--- config.mk ---
export PLATFORM = sky130hd
export DESIGN_NAME = pipeline_hazard_ctrl_flat
export DESIGN_NICKNAME = d
export VERILOG_FILES = /design/src/rtl/pipeline_hazard_ctrl_if.sv /design/src/rtl/pipeline_hazard_ctrl.sv /design/src/flat_wrapper.sv
export SDC_FILE = /design/constraint.sdc
export NUM_CORES = 1
export LEC_CHECK = 0
export ABC_AREA = 1
export BUFFER_PORTS_ARGS = -buffer_cell sky130_fd_sc_hd__buf_2
export CORE_ASPECT_RATIO = 0.5
export CORE_UTILIZATION = 48
export CTS_BUF_LIST = sky130_fd_sc_hd__clkbuf_16
export CTS_CLUSTER_SIZE = 28
export DETAILED_ROUTE_END_ITERATION = 10
export GPL_TIMING_DRIVEN = 0
export MAX_ROUTING_LAYER = met4
export PLACE_DENSITY = 0.68
export SYNTH_ARGS = -nofsm -noshare
export SYNTH_HDL_FRONTEND = slang
export SYNTH_SLANG_ARGS = --single-unit
--- constraint.sdc ---
create_clock -name clk -period 2.69 [get_ports clk]
set_input_delay 0 -clock clk [delete_from_list [all_inputs] [get_ports clk]]
set_output_delay 0 -clock clk [all_outputs]
set_load 0.01 [all_outputs]
--- src/rtl/pipeline_hazard_ctrl_if.sv ---
// -----------------------------------------------------------------------------
// pipeline_hazard_ctrl_if
//   Bundles the signals exchanged between the RV32 pipeline datapath and the
//   central hazard controller.
//
//   master : the pipeline datapath. It reports ID/EX instruction information
//            and receives the stall/flush/bubble controls and debug counters.
//   slave  : the hazard controller (pipeline_hazard_ctrl).
//
//   Datapath -> controller
//     id_rs1, id_rs2          source registers of the instruction in ID
//     id_uses_rs1/rs2         ID instruction really reads rs1/rs2
//     ex_rd                   destination register of the instruction in EX
//     ex_mem_read             EX instruction is a load
//     ex_redirect             EX resolved a taken branch/jump this cycle
//     ex_div_start            EX instruction is a divide/remainder
//   Controller -> datapath
//     pc_stall, if_id_stall   hold PC / IF-ID
//     if_id_flush             IF/ID loads a NOP
//     id_ex_bubble            ID/EX loads all-zero controls
//     ex_hold                 hold ID/EX contents and the EX operation
//     ex_mem_flush            EX/MEM loads all-zero controls
//     div_done                last EX cycle of a divide, result valid
//     stall_count             saturating count of pc_stall cycles
//     redirect_count          saturating count of accepted redirects
// -----------------------------------------------------------------------------
interface pipeline_hazard_ctrl_if;
    logic [4:0]  id_rs1;
    logic [4:0]  id_rs2;
    logic        id_uses_rs1;
    logic        id_uses_rs2;
    logic [4:0]  ex_rd;
    logic        ex_mem_read;
    logic        ex_redirect;
    logic        ex_div_start;

    logic        pc_stall;
    logic        if_id_stall;
    logic        if_id_flush;
    logic        id_ex_bubble;
    logic        ex_hold;
    logic        ex_mem_flush;
    logic        div_done;
    logic [31:0] stall_count;
    logic [31:0] redirect_count;

    modport master (
        output id_rs1, id_rs2, id_uses_rs1, id_uses_rs2,
               ex_rd, ex_mem_read, ex_redirect, ex_div_start,
        input  pc_stall, if_id_stall, if_id_flush, id_ex_bubble,
               ex_hold, ex_mem_flush, div_done, stall_count, redirect_count
    );

    modport slave (
        input  id_rs1, id_rs2, id_uses_rs1, id_uses_rs2,
               ex_rd, ex_mem_read, ex_redirect, ex_div_start,
        output pc_stall, if_id_stall, if_id_flush, id_ex_bubble,
               ex_hold, ex_mem_flush, div_done, stall_count, redirect_count
    );
endinterface

--- src/rtl/pipeline_hazard_ctrl.sv ---
// -----------------------------------------------------------------------------
// pipeline_hazard_ctrl
//   Central hazard and sequencing controller for the 5-stage RV32 pipeline.
//   Generates stall/flush/bubble controls for PC, IF/ID, ID/EX and EX/MEM
//   covering load-use hazards, taken branch/jump redirects and multi-cycle
//   divides, and keeps saturating stall/redirect event counters.
//
//   Parameters
//     DIV_CYCLES    total cycles a divide occupies EX (2..64)
//     FLUSH_CYCLES  extra IF/ID flush cycles after a redirect (0..7)
//   Ports
//     clk    rising-edge clock
//     reset  synchronous, active-high reset
//     hz     pipeline_hazard_ctrl_if.slave (datapath status in, controls out)
//
//   Controls are combinational from state, the shared down-counter and the
//   current inputs; only the event counters are registered outputs.
// -----------------------------------------------------------------------------
module pipeline_hazard_ctrl #(
    parameter int DIV_CYCLES   = 8,
    parameter int FLUSH_CYCLES = 1
) (
    input  logic                         clk,
    input  logic                         reset,
    pipeline_hazard_ctrl_if.slave        hz
);

    typedef enum logic [1:0] {
        RUN,
        LOAD_STALL,
        DIV_BUSY,
        REDIRECT
    } state_e;

    // The start cycle already counts as one divide cycle and the final
    // cnt==0 cycle is the div_done cycle, hence the -2.
    localparam logic [5:0] DIV_CNT_INIT   = 6'(DIV_CYCLES - 2);
    localparam logic [5:0] FLUSH_CNT_INIT = (FLUSH_CYCLES == 0) ? 6'd0
                                                                 : 6'(FLUSH_CYCLES - 1);
    localparam logic [31:0] COUNT_MAX     = 32'hFFFF_FFFF;

    state_e      state_q, state_d;
    logic [5:0]  cnt_q, cnt_d;
    logic [31:0] stall_count_q;
    logic [31:0] redirect_count_q;

    logic        load_use;
    logic        redirect_accept;
    logic        pc_stall;
    logic        if_id_stall;
    logic        if_id_flush;
    logic        id_ex_bubble;
    logic        ex_hold;
    logic        ex_mem_flush;
    logic        div_done;

    // x0 is hard-wired to zero, so a load targeting it never creates a hazard.
    assign load_use = hz.ex_mem_read && (hz.ex_rd != 5'd0) &&
                      ((hz.id_uses_rs1 && (hz.id_rs1 == hz.ex_rd)) ||
                       (hz.id_uses_rs2 && (hz.id_rs2 == hz.ex_rd)));

    always_comb begin
        // NOTE: every signal written here gets a default first; a path that
        // leaves one unassigned would infer a latch.
        state_d         = state_q;
        cnt_d           = cnt_q;
        redirect_accept = 1'b0;
        pc_stall        = 1'b0;
        if_id_stall     = 1'b0;
        if_id_flush     = 1'b0;
        id_ex_bubble    = 1'b0;
        ex_hold         = 1'b0;
        ex_mem_flush    = 1'b0;
        div_done        = 1'b0;

        if (reset) begin
            // Keep the pipeline registers loading NOPs while reset is held.
            if_id_flush  = 1'b1;
            id_ex_bubble = 1'b1;
            ex_mem_flush = 1'b1;
        end else begin
            unique case (state_q)
                RUN: begin
                    // Priority: redirect, then divide, then load-use. The
                    // younger instructions are wrong-path after a redirect,
                    // so their hazards are irrelevant.
                    if (hz.ex_redirect) begin
                        if_id_flush     = 1'b1;
                        id_ex_bubble    = 1'b1;
                        redirect_accept = 1'b1;
                        if (FLUSH_CYCLES != 0) begin
                            state_d = REDIRECT;
                            cnt_d   = FLUSH_CNT_INIT;
                        end
                    end else if (hz.ex_div_start) begin
                        pc_stall     = 1'b1;
                        if_id_stall  = 1'b1;
                        ex_hold      = 1'b1;
                        ex_mem_flush = 1'b1;
                        state_d      = DIV_BUSY;
                        cnt_d        = DIV_CNT_INIT;
                    end else if (load_use) begin
                        pc_stall     = 1'b1;
                        if_id_stall  = 1'b1;
                        id_ex_bubble = 1'b1;
                        state_d      = LOAD_STALL;
                    end
                end

                LOAD_STALL: begin
                    // The load has moved to MEM; forwarding covers the use.
                    state_d = RUN;
                end

                DIV_BUSY: begin
                    if (cnt_q != 6'd0) begin
                        pc_stall     = 1'b1;
                        if_id_stall  = 1'b1;
                        ex_hold      = 1'b1;
                        ex_mem_flush = 1'b1;
                        cnt_d        = cnt_q - 6'd1;
                    end else begin
                        // Result leaves EX this cycle; the pipeline advances
                        // so a following divide can start next cycle.
                        div_done = 1'b1;
                        state_d  = RUN;
                    end
                end

                REDIRECT: begin
                    // Covers instruction-RAM latency: wrong-path fetches
                    // still arriving are squashed.
                    if_id_flush  = 1'b1;
                    id_ex_bubble = 1'b1;
                    if (cnt_q == 6'd0) begin
                        state_d = RUN;
                    end else begin
                        cnt_d = cnt_q - 6'd1;
                    end
                end
            endcase
        end
    end

    always_ff @(posedge clk) begin
        // NOTE: state registers use non-blocking assignments so every flop
        // samples values from before this edge, independent of block order.
        if (reset) begin
            state_q          <= RUN;
            cnt_q            <= 6'd0;
            stall_count_q    <= 32'd0;
            redirect_count_q <= 32'd0;
        end else begin
            state_q <= state_d;
            cnt_q   <= cnt_d;
            if (pc_stall && (stall_count_q != COUNT_MAX)) begin
                stall_count_q <= stall_count_q + 32'd1;
            end
            if (redirect_accept && (redirect_count_q != COUNT_MAX)) begin
                redirect_count_q <= redirect_count_q + 32'd1;
            end
        end
    end

    assign hz.pc_stall       = pc_stall;
    assign hz.if_id_stall    = if_id_stall;
    assign hz.if_id_flush    = if_id_flush;
    assign hz.id_ex_bubble   = id_ex_bubble;
    assign hz.ex_hold        = ex_hold;
    assign hz.ex_mem_flush   = ex_mem_flush;
    assign hz.div_done       = div_done;
    assign hz.stall_count    = stall_count_q;
    assign hz.redirect_count = redirect_count_q;

endmodule
--- src/flat_wrapper.sv ---
// flat-port wrapper written by rule: the top's interface ports become plain ports
module pipeline_hazard_ctrl_flat 
#(
    parameter int DIV_CYCLES   = 8,
    parameter int FLUSH_CYCLES = 1
)
  (clk, reset, hz_id_rs1, hz_id_rs2, hz_id_uses_rs1, hz_id_uses_rs2, hz_ex_rd, hz_ex_mem_read, hz_ex_redirect, hz_ex_div_start, hz_pc_stall, hz_if_id_stall, hz_if_id_flush, hz_id_ex_bubble, hz_ex_hold, hz_ex_mem_flush, hz_div_done, hz_stall_count, hz_redirect_count);
  pipeline_hazard_ctrl_if hz_i ();
  input  logic clk;
  input  logic reset;
  input wire logic [$bits(hz_i.id_rs1)-1:0] hz_id_rs1;
  input wire logic [$bits(hz_i.id_rs2)-1:0] hz_id_rs2;
  input wire logic [$bits(hz_i.id_uses_rs1)-1:0] hz_id_uses_rs1;
  input wire logic [$bits(hz_i.id_uses_rs2)-1:0] hz_id_uses_rs2;
  input wire logic [$bits(hz_i.ex_rd)-1:0] hz_ex_rd;
  input wire logic [$bits(hz_i.ex_mem_read)-1:0] hz_ex_mem_read;
  input wire logic [$bits(hz_i.ex_redirect)-1:0] hz_ex_redirect;
  input wire logic [$bits(hz_i.ex_div_start)-1:0] hz_ex_div_start;
  output wire logic [$bits(hz_i.pc_stall)-1:0] hz_pc_stall;
  output wire logic [$bits(hz_i.if_id_stall)-1:0] hz_if_id_stall;
  output wire logic [$bits(hz_i.if_id_flush)-1:0] hz_if_id_flush;
  output wire logic [$bits(hz_i.id_ex_bubble)-1:0] hz_id_ex_bubble;
  output wire logic [$bits(hz_i.ex_hold)-1:0] hz_ex_hold;
  output wire logic [$bits(hz_i.ex_mem_flush)-1:0] hz_ex_mem_flush;
  output wire logic [$bits(hz_i.div_done)-1:0] hz_div_done;
  output wire logic [$bits(hz_i.stall_count)-1:0] hz_stall_count;
  output wire logic [$bits(hz_i.redirect_count)-1:0] hz_redirect_count;
  assign hz_i.id_rs1 = hz_id_rs1;
  assign hz_i.id_rs2 = hz_id_rs2;
  assign hz_i.id_uses_rs1 = hz_id_uses_rs1;
  assign hz_i.id_uses_rs2 = hz_id_uses_rs2;
  assign hz_i.ex_rd = hz_ex_rd;
  assign hz_i.ex_mem_read = hz_ex_mem_read;
  assign hz_i.ex_redirect = hz_ex_redirect;
  assign hz_i.ex_div_start = hz_ex_div_start;
  assign hz_pc_stall = hz_i.pc_stall;
  assign hz_if_id_stall = hz_i.if_id_stall;
  assign hz_if_id_flush = hz_i.if_id_flush;
  assign hz_id_ex_bubble = hz_i.id_ex_bubble;
  assign hz_ex_hold = hz_i.ex_hold;
  assign hz_ex_mem_flush = hz_i.ex_mem_flush;
  assign hz_div_done = hz_i.div_done;
  assign hz_stall_count = hz_i.stall_count;
  assign hz_redirect_count = hz_i.redirect_count;
  pipeline_hazard_ctrl #(.DIV_CYCLES(DIV_CYCLES), .FLUSH_CYCLES(FLUSH_CYCLES)) u_core (.clk(clk), .reset(reset), .hz(hz_i));
endmodule
Yosys cells after proc, flatten, opt, wreduce, memory -nomap -nowiden
Index checks and enable logic that the tools add are counted.
{ "totals": {"wordCells": 68, "latchBits": 0, "inputBits": 22, "mem_bits_rw": 0, "mem_count": 0, "out_inout_bits": 71, "mem_bits_ro": 0, "ff_bits": 72} }
{ "op_classes": {"order_cmp": 0, "muxes": 34, "n_reduce_logical": 14, "add_sub_neg": 3, "n_div": 0, "shift": 0, "eq_ne": 13, "n_mul": 0, "bitwise_logic": 0} }
{ "op_table": {"columns": ["cell", "n"], "rows": [
  ["adder 32 x 1 -> 32 bit, second input constant", 2],
  ["!= test 32 bit, second input constant", 2],
  ["two-way mux 6 bit", 4],
  ["two-way mux 1 bit", 19],
  ["one-hot mux 6 bit (3 select lines)", 1],
  ["== test 5 bit", 2],
  ["two-way mux 2 bit", 5],
  ["one-hot mux 1 bit (2 select lines)", 4],
  ["one-hot mux 2 bit (4 select lines)", 1],
  ["logical AND 1 bit", 6],
  ["logical NOT 6 bit", 1],
  ["nonzero test 6 bit", 1],
  ["subtractor 6 x 1 -> 6 bit, second input constant", 1],
  ["nonzero test 5 bit", 1],
  ["== test 2 bit, second input constant", 2],
  ["!= test 2 x 1 -> 1 bit, second input constant", 2],
  ["!= test 2 bit, second input constant", 2],
  ["!= test 4 x 3 -> 1 bit, second input constant", 1],
  ["AND reduction 4 bit", 1],
  ["!= test 3 bit, second input constant", 1],
  ["AND reduction 3 bit", 1],
  ["nonzero test 3 bit", 1],
  ["== test 2 x 1 -> 1 bit, second input constant", 1],
  ["logical NOT 2 bit", 1],
  ["logical OR 1 bit", 1]
]} }

Depth between registers and ports, before layout
{ "depth": {"word_depth": 10, "depth_mapped": 14, "depth_no_buf": 14} }

Worst setup path after synthesis
OpenSTA, ideal clock, no wires.
{ "synth_path": {"path_type": "reg2reg", "start": "reg u_core.redirect_count_q[1] (netlist: u_core.hz.redirect_count[1])", "end": "reg u_core.redirect_count_q[17] (netlist: u_core.hz.redirect_count[17])", "required_ns": 2.558, "arrival_ns": 1.621, "stages_incl_launch_ff": 12, "n_path_buf": 1, "setup_ns": 0.132, "path_slack_ns": 0.937, "period_less_slack_ns": 1.753, "cell_sequence": "dfxtp_1 > ha_1 > inv_1 > nor2_2 > nand2_2 > nor2_2 > nand2_1 > nand2_4 > inv_2 > buf_2 > nand2_1 > a21oi_1"} }
{ "synth_between": {"elab_chain_cells": 2, "word_cells_on_any_way": 3, "classes_between": "add/sub: 1; eq/ne: 1; reduce/logical: 1"} }
{ "synth_lines": {"columns": ["element", "line_no", "rtl"], "rows": [
  ["start, declared", "pipeline_hazard_ctrl.sv:45", "logic [31:0] redirect_count_q;"],
  ["start signal, assigned", "pipeline_hazard_ctrl.sv:160", "redirect_count_q <= redirect_count_q + 32'd1;"],
  ["branches (longest 2 deep; another with adder 32 x 1 -> 32 bit)", null, null]
]} }
Parallel ways; which one is timed is not known.
A chain may end at the register's enable or synchronous reset.

Final worst setup path
{ "layout_path": {"start": "reg u_core.stall_count_q[1] (netlist: u_core.hz.stall_count[1])", "end": "reg u_core.stall_count_q[13] (netlist: u_core.hz.stall_count[13])"} }
{ "layout_between": {"elab_chain_cells": 2, "word_cells_on_any_way": 3, "classes_between": "add/sub: 1; eq/ne: 1; reduce/logical: 1"} }
{ "layout_lines": {"columns": ["element", "line_no", "rtl"], "rows": [
  ["start, declared", "pipeline_hazard_ctrl.sv:44", "logic [31:0] stall_count_q;"],
  ["start signal, assigned", "pipeline_hazard_ctrl.sv:157", "stall_count_q <= stall_count_q + 32'd1;"],
  ["branches (longest 2 deep; another with adder 32 x 1 -> 32 bit)", null, null]
]} }
Parallel ways; which one is timed is not known.

==> metrics.txt <==
# TYPE chip_impl_metric gauge
chip_impl_metric{name="multi_input_comb_area",unit="sq um"} 2870
chip_impl_metric{name="filler_cell_count",unit=""} 981
chip_impl_metric{name="drt-pass1-iter-count",unit=""} 6
chip_impl_metric{name="placement_rows",unit=""} 25
chip_impl_metric{name="layout_min_cycle_time",unit="ns"} 2.186
chip_impl_metric{name="gp_routability_congestion",unit=""} 0.9493
chip_impl_metric{name="maxCapViolCount",unit=""} 0
chip_impl_metric{name="worst_hold_margin",unit="ns"} 0.02495
chip_impl_metric{name="place_area",unit="sq um"} 5379
chip_impl_metric{name="syn_nets",unit=""} 770
chip_impl_metric{name="synthCells",unit=""} 740
chip_impl_metric{name="yosysWarnings",unit=""} 0
chip_impl_metric{name="tightest_slew",unit="ns"} 0.6382
chip_impl_metric{name="num_antenna_cells",unit=""} 0
chip_impl_metric{name="postCtsSetupBuffers",unit=""} 0
chip_impl_metric{name="detailed_place_hpwl",unit="um"} 10370
chip_impl_metric{name="rrSetupSlack",unit="ns"} 0.50
chip_impl_metric{name="report.final.setup_viol",unit=""} 0
chip_impl_metric{name="cts_sinks",unit=""} 72
chip_impl_metric{name="cts_inserted_buffers",unit=""} 9
chip_impl_metric{name="syn2layout_area_growth",unit="%"} 19.49
chip_impl_metric{name="dieHeight",unit="um"} 72.34
chip_impl_info{name="worst_path_dominant_cell_family",value="simple AND/OR/NAND/NOR gates"} 1
chip_impl_info{name="hp-class",value="in -> reg"} 1
chip_impl_metric{name="first_global_vias",unit=""} 4560
chip_impl_metric{name="timing.critical_path.fanout_max",unit=""} 10
chip_impl_metric{name="mappedNetlistArea",unit="sq um"} 4750
chip_impl_info{name="setup_repair_after_global_routing_missed_its_margin",value="no"} 1
chip_impl_metric{name="finClkSkew",unit="ns"} 0.007146
chip_impl_metric{name="clk-insertion-delay-late",unit="ns"} 0.34
chip_impl_metric{name="largest_net_degree_at_the_start_of_global_routing",unit=""} 14
chip_impl_metric{name="timing.setup.tns",unit="ns"} 0
chip_impl_info{name="worstSetupStartpointType",value="flip-flop"} 1
chip_impl_metric{name="max_clock_freq",unit="GHz"} 0.4575
chip_impl_metric{name="route.detailed.vias_per_inst",unit=""} 5.184
chip_impl_metric{name="post-route-drc-count",unit=""} 0
chip_impl_metric{name="route.vias.total",unit=""} 5096
chip_impl_metric{name="fin_total_pwr",unit="W"} 0.003188
chip_impl_metric{name="synthesis.area_per_instance",unit="sq um"} 6.418
chip_impl_metric{name="floorplan.initialDensity",unit=""} 0.4995
chip_impl_metric{name="slew_violations",unit=""} 0
chip_impl_metric{name="timing.critical_path.slowest_cell_delay",unit="ns"} 0.44
chip_impl_metric{name="synth_cell_type_count",unit=""} 36
chip_impl_metric{name="dr.first_iter.drc_count",unit=""} 301
chip_impl_metric{name="power_density",unit="nW/um^2"} 561.7
chip_impl_metric{name="grt.overflow.total",unit=""} 0
chip_impl_metric{name="p_leak",unit="nW"} 2.412
chip_impl_metric{name="globalRouteTotalUtil",unit=""} 0.2800
chip_impl_metric{name="cp.arrival",unit="ns"} 2.40
chip_impl_info{name="cts_tree",value="yes"} 1
chip_impl_metric{name="core_area",unit="sq um"} 9509
chip_impl_info{name="worst_setup_path_end_kind",value="flip-flop"} 1
chip_impl_metric{name="finish.net_count",unit=""} 873
chip_impl_metric{name="die_w",unit="um"} 142.7
chip_impl_metric{name="worst-path-buf-inv",unit=""} 2
chip_impl_metric{name="clkTransAtPathRegs",unit="ns"} 0.06
chip_impl_metric{name="clockBufferDepth",unit=""} 2
chip_impl_metric{name="postLayoutCellArea",unit="sq um"} 5675
chip_impl_metric{name="layout.area.seq",unit="sq um"} 1441
chip_impl_metric{name="routedWlPerCell",unit="um"} 13.42
chip_impl_metric{name="global_route_wire_length_before_repair",unit="um"} 22050
chip_impl_metric{name="ctsResizeCount",unit=""} 0
chip_impl_metric{name="io-pin-count",unit=""} 93
chip_impl_metric{name="slew_margin_rel",unit=""} 0.5745
chip_impl_metric{name="peakVddDrop",unit="uV"} 421.3
chip_impl_metric{name="ys_seq_elements",unit=""} 72
chip_impl_metric{name="fin_util",unit=""} 0.5968
chip_impl_metric{name="detail_route.wirelength",unit="um"} 13190
chip_impl_metric{name="total_number_of_h_tree_levels",unit=""} 3
chip_impl_info{name="root_buffer",value="clkbuf_16"} 1
chip_impl_metric{name="hold_buffers",unit=""} 0
chip_impl_metric{name="final_antenna_net_count",unit=""} 0
chip_impl_metric{name="seq_area_frac_synth",unit=""} 0.3035
chip_impl_metric{name="die_area",unit="sq um"} 10320
chip_impl_metric{name="finalHoldViolCount",unit=""} 0
chip_impl_info{name="critPathSlowestCell",value="dfxtp_1"} 1
chip_impl_metric{name="io_buffer_count",unit=""} 92
chip_impl_info{name="criticalPathCategory",value="reg -> reg"} 1
chip_impl_metric{name="initial_antenna_violation_count",unit=""} 0
chip_impl_info{name="run_status",value="complete, no violations"} 1
chip_impl_metric{name="finalCritPeriodShare",unit=""} 0.8126
chip_impl_metric{name="critical_path_required",unit="ns"} 2.90
chip_impl_metric{name="drive_gt1_frac",unit=""} 0.1745
chip_impl_info{name="crit_path_cells",value="ha_1, nand3_1, inv_1, nand2_1, nor2_2, nand2_2, clkbuf_1, nand4_1, a21oi_1"} 1
[layout make-up]
class | instances | share of cell area
timing repair buffer | 92 | 0.08113
multi-input combinational | 562 | 0.5057
inverter | 80 | 0.05291
clock inverter | 7 | 0.01257
buffer | 26 | 0.02425
sequential | 72 | 0.2540
clock buffer | 9 | 0.03968
tap | 135 | 0.02976
[per-stage QoR]
stage                     instances  setup slack (ns)
final                           983            0.5041
after global routing            983            0.2629
after CTS                       983            0.4903
after detailed placement        967            0.4956
after global placement          967            0.5268
after floorplan                 740            0.9370
[cells in the mapped netlist]
master	number	share of area
nor2_2	6	0.0079
nor3_2	7	0.015
nand2_4	1	0.0024
buf_1	1	0.00079
nand3_2	2	0.0042
nand3_1	22	0.023
inv_1	74	0.058
nand2b_1	1	0.0013
and3_1	3	0.0040
inv_2	6	0.0047
xnor2_1	13	0.024
o21ai_2	1	0.0018
a32oi_1	1	0.0018
nor4_2	1	0.0026
nand3b_1	2	0.0032
o21ai_1	8	0.0084
nor2_1	72	0.057
buf_2	5	0.0053
a31oi_1	1	0.0013
nor3_1	32	0.034
a21boi_0	1	0.0016
dfxtp_1	72	0.30
nand4_1	45	0.059
nor3b_2	1	0.0026
a21oi_1	64	0.067
buf_6	2	0.0047
xor2_1	37	0.068
o21ai_0	11	0.012
nand2_1	215	0.17
o22ai_1	1	0.0013
nor3b_1	2	0.0032
clkbuf_1	13	0.010
nand2_2	3	0.0040
nand4_2	1	0.0026
buf_4	5	0.0079
ha_1	8	0.021
[worst register-to-register path, delay by kind of cell (launching register included)]
kind / cells / cell delay, ns
AO/OA/AOI/OAI: 1 / 0.07
adder cells (fa/ha/maj): 1 / 0.30
buffers and inverters: 2 / 0.37
flip-flops: 1 / 0.44
AND/OR/NAND/NOR: 5 / 0.89
[placed cells by master (no fill, tap or decap), drive strengths merged]
cell type	instances
nand2b	1
a21boi	1
clkbuf	22
clkinv	3
nand2	219
nand3b	2
and3	3
nand3	24
nor3b	3
nand4	46
inv	81
a31oi	1
o22ai	1
clkinvlp	2
xnor2	13
a21oi	64
ha	8
dfxtp	72
nor2	78
bufinv	1
o21ai	20
xor2	37
a32oi	1
nor4	1
nor3	39
buf	105
[cells by family after synthesis]
| family | Yosys count | synth area share |
|---|---|---|
| AOI/OAI and AO/OA | 88 | 0.09537 |
| xor gates and xnor gates | 50 | 0.09220 |
| adders and majority gates | 8 | 0.02108 |
| buffers and inverters | 106 | 0.09220 |
| DFF | 72 | 0.3035 |
| and+or+nand+nor | 416 | 0.3957 |
[sequential cells by signal, summed over array words and instances, names as in the netlist]
name / flops
u_core.cnt_q: 6
u_core.state_q: 2
u_core.hz.stall_count: 32
u_core.hz.redirect_count: 32
[routing by layer]
metal / track usage / wire length (um) / up-vias
li1: - / - / 2612
met1: 0.3597 / 6355 / 2296
met2: 0.4472 / 5894 / 164
met3: 0.05479 / 749 / 24
met4: 0.08483 / 191 / 0
met5: - / 0 / -
[power by group]
group / switching (W) / internal [W]
Sequential: 0.0000396 / 0.00112
Combinational: 0.000558 / 0.000277
Clock: 0.000475 / 0.000717
[path summary, 6_finish.rpt]
| path | startpoint | cells past startpoint | end |
|---|---|---|---|
| setup / recovery | u_core.hz.stall_count[1]$_SDFFE_PP0P_ | 9 | u_core.hz.stall_count[13]$_SDFFE_PP0P_ |
| hold / removal | hz_ex_redirect | 3 | u_core.state_q[1]$_SDFFE_PP0P_ |
| setup reg to reg | u_core.hz.stall_count[1]$_SDFFE_PP0P_ | 9 | u_core.hz.stall_count[13]$_SDFFE_PP0P_ |
| hold reg to reg | u_core.cnt_q[0]$_SDFFE_PP0P_ | 2 | u_core.cnt_q[0]$_SDFFE_PP0P_ |
(Power assumes the default switching activity.)
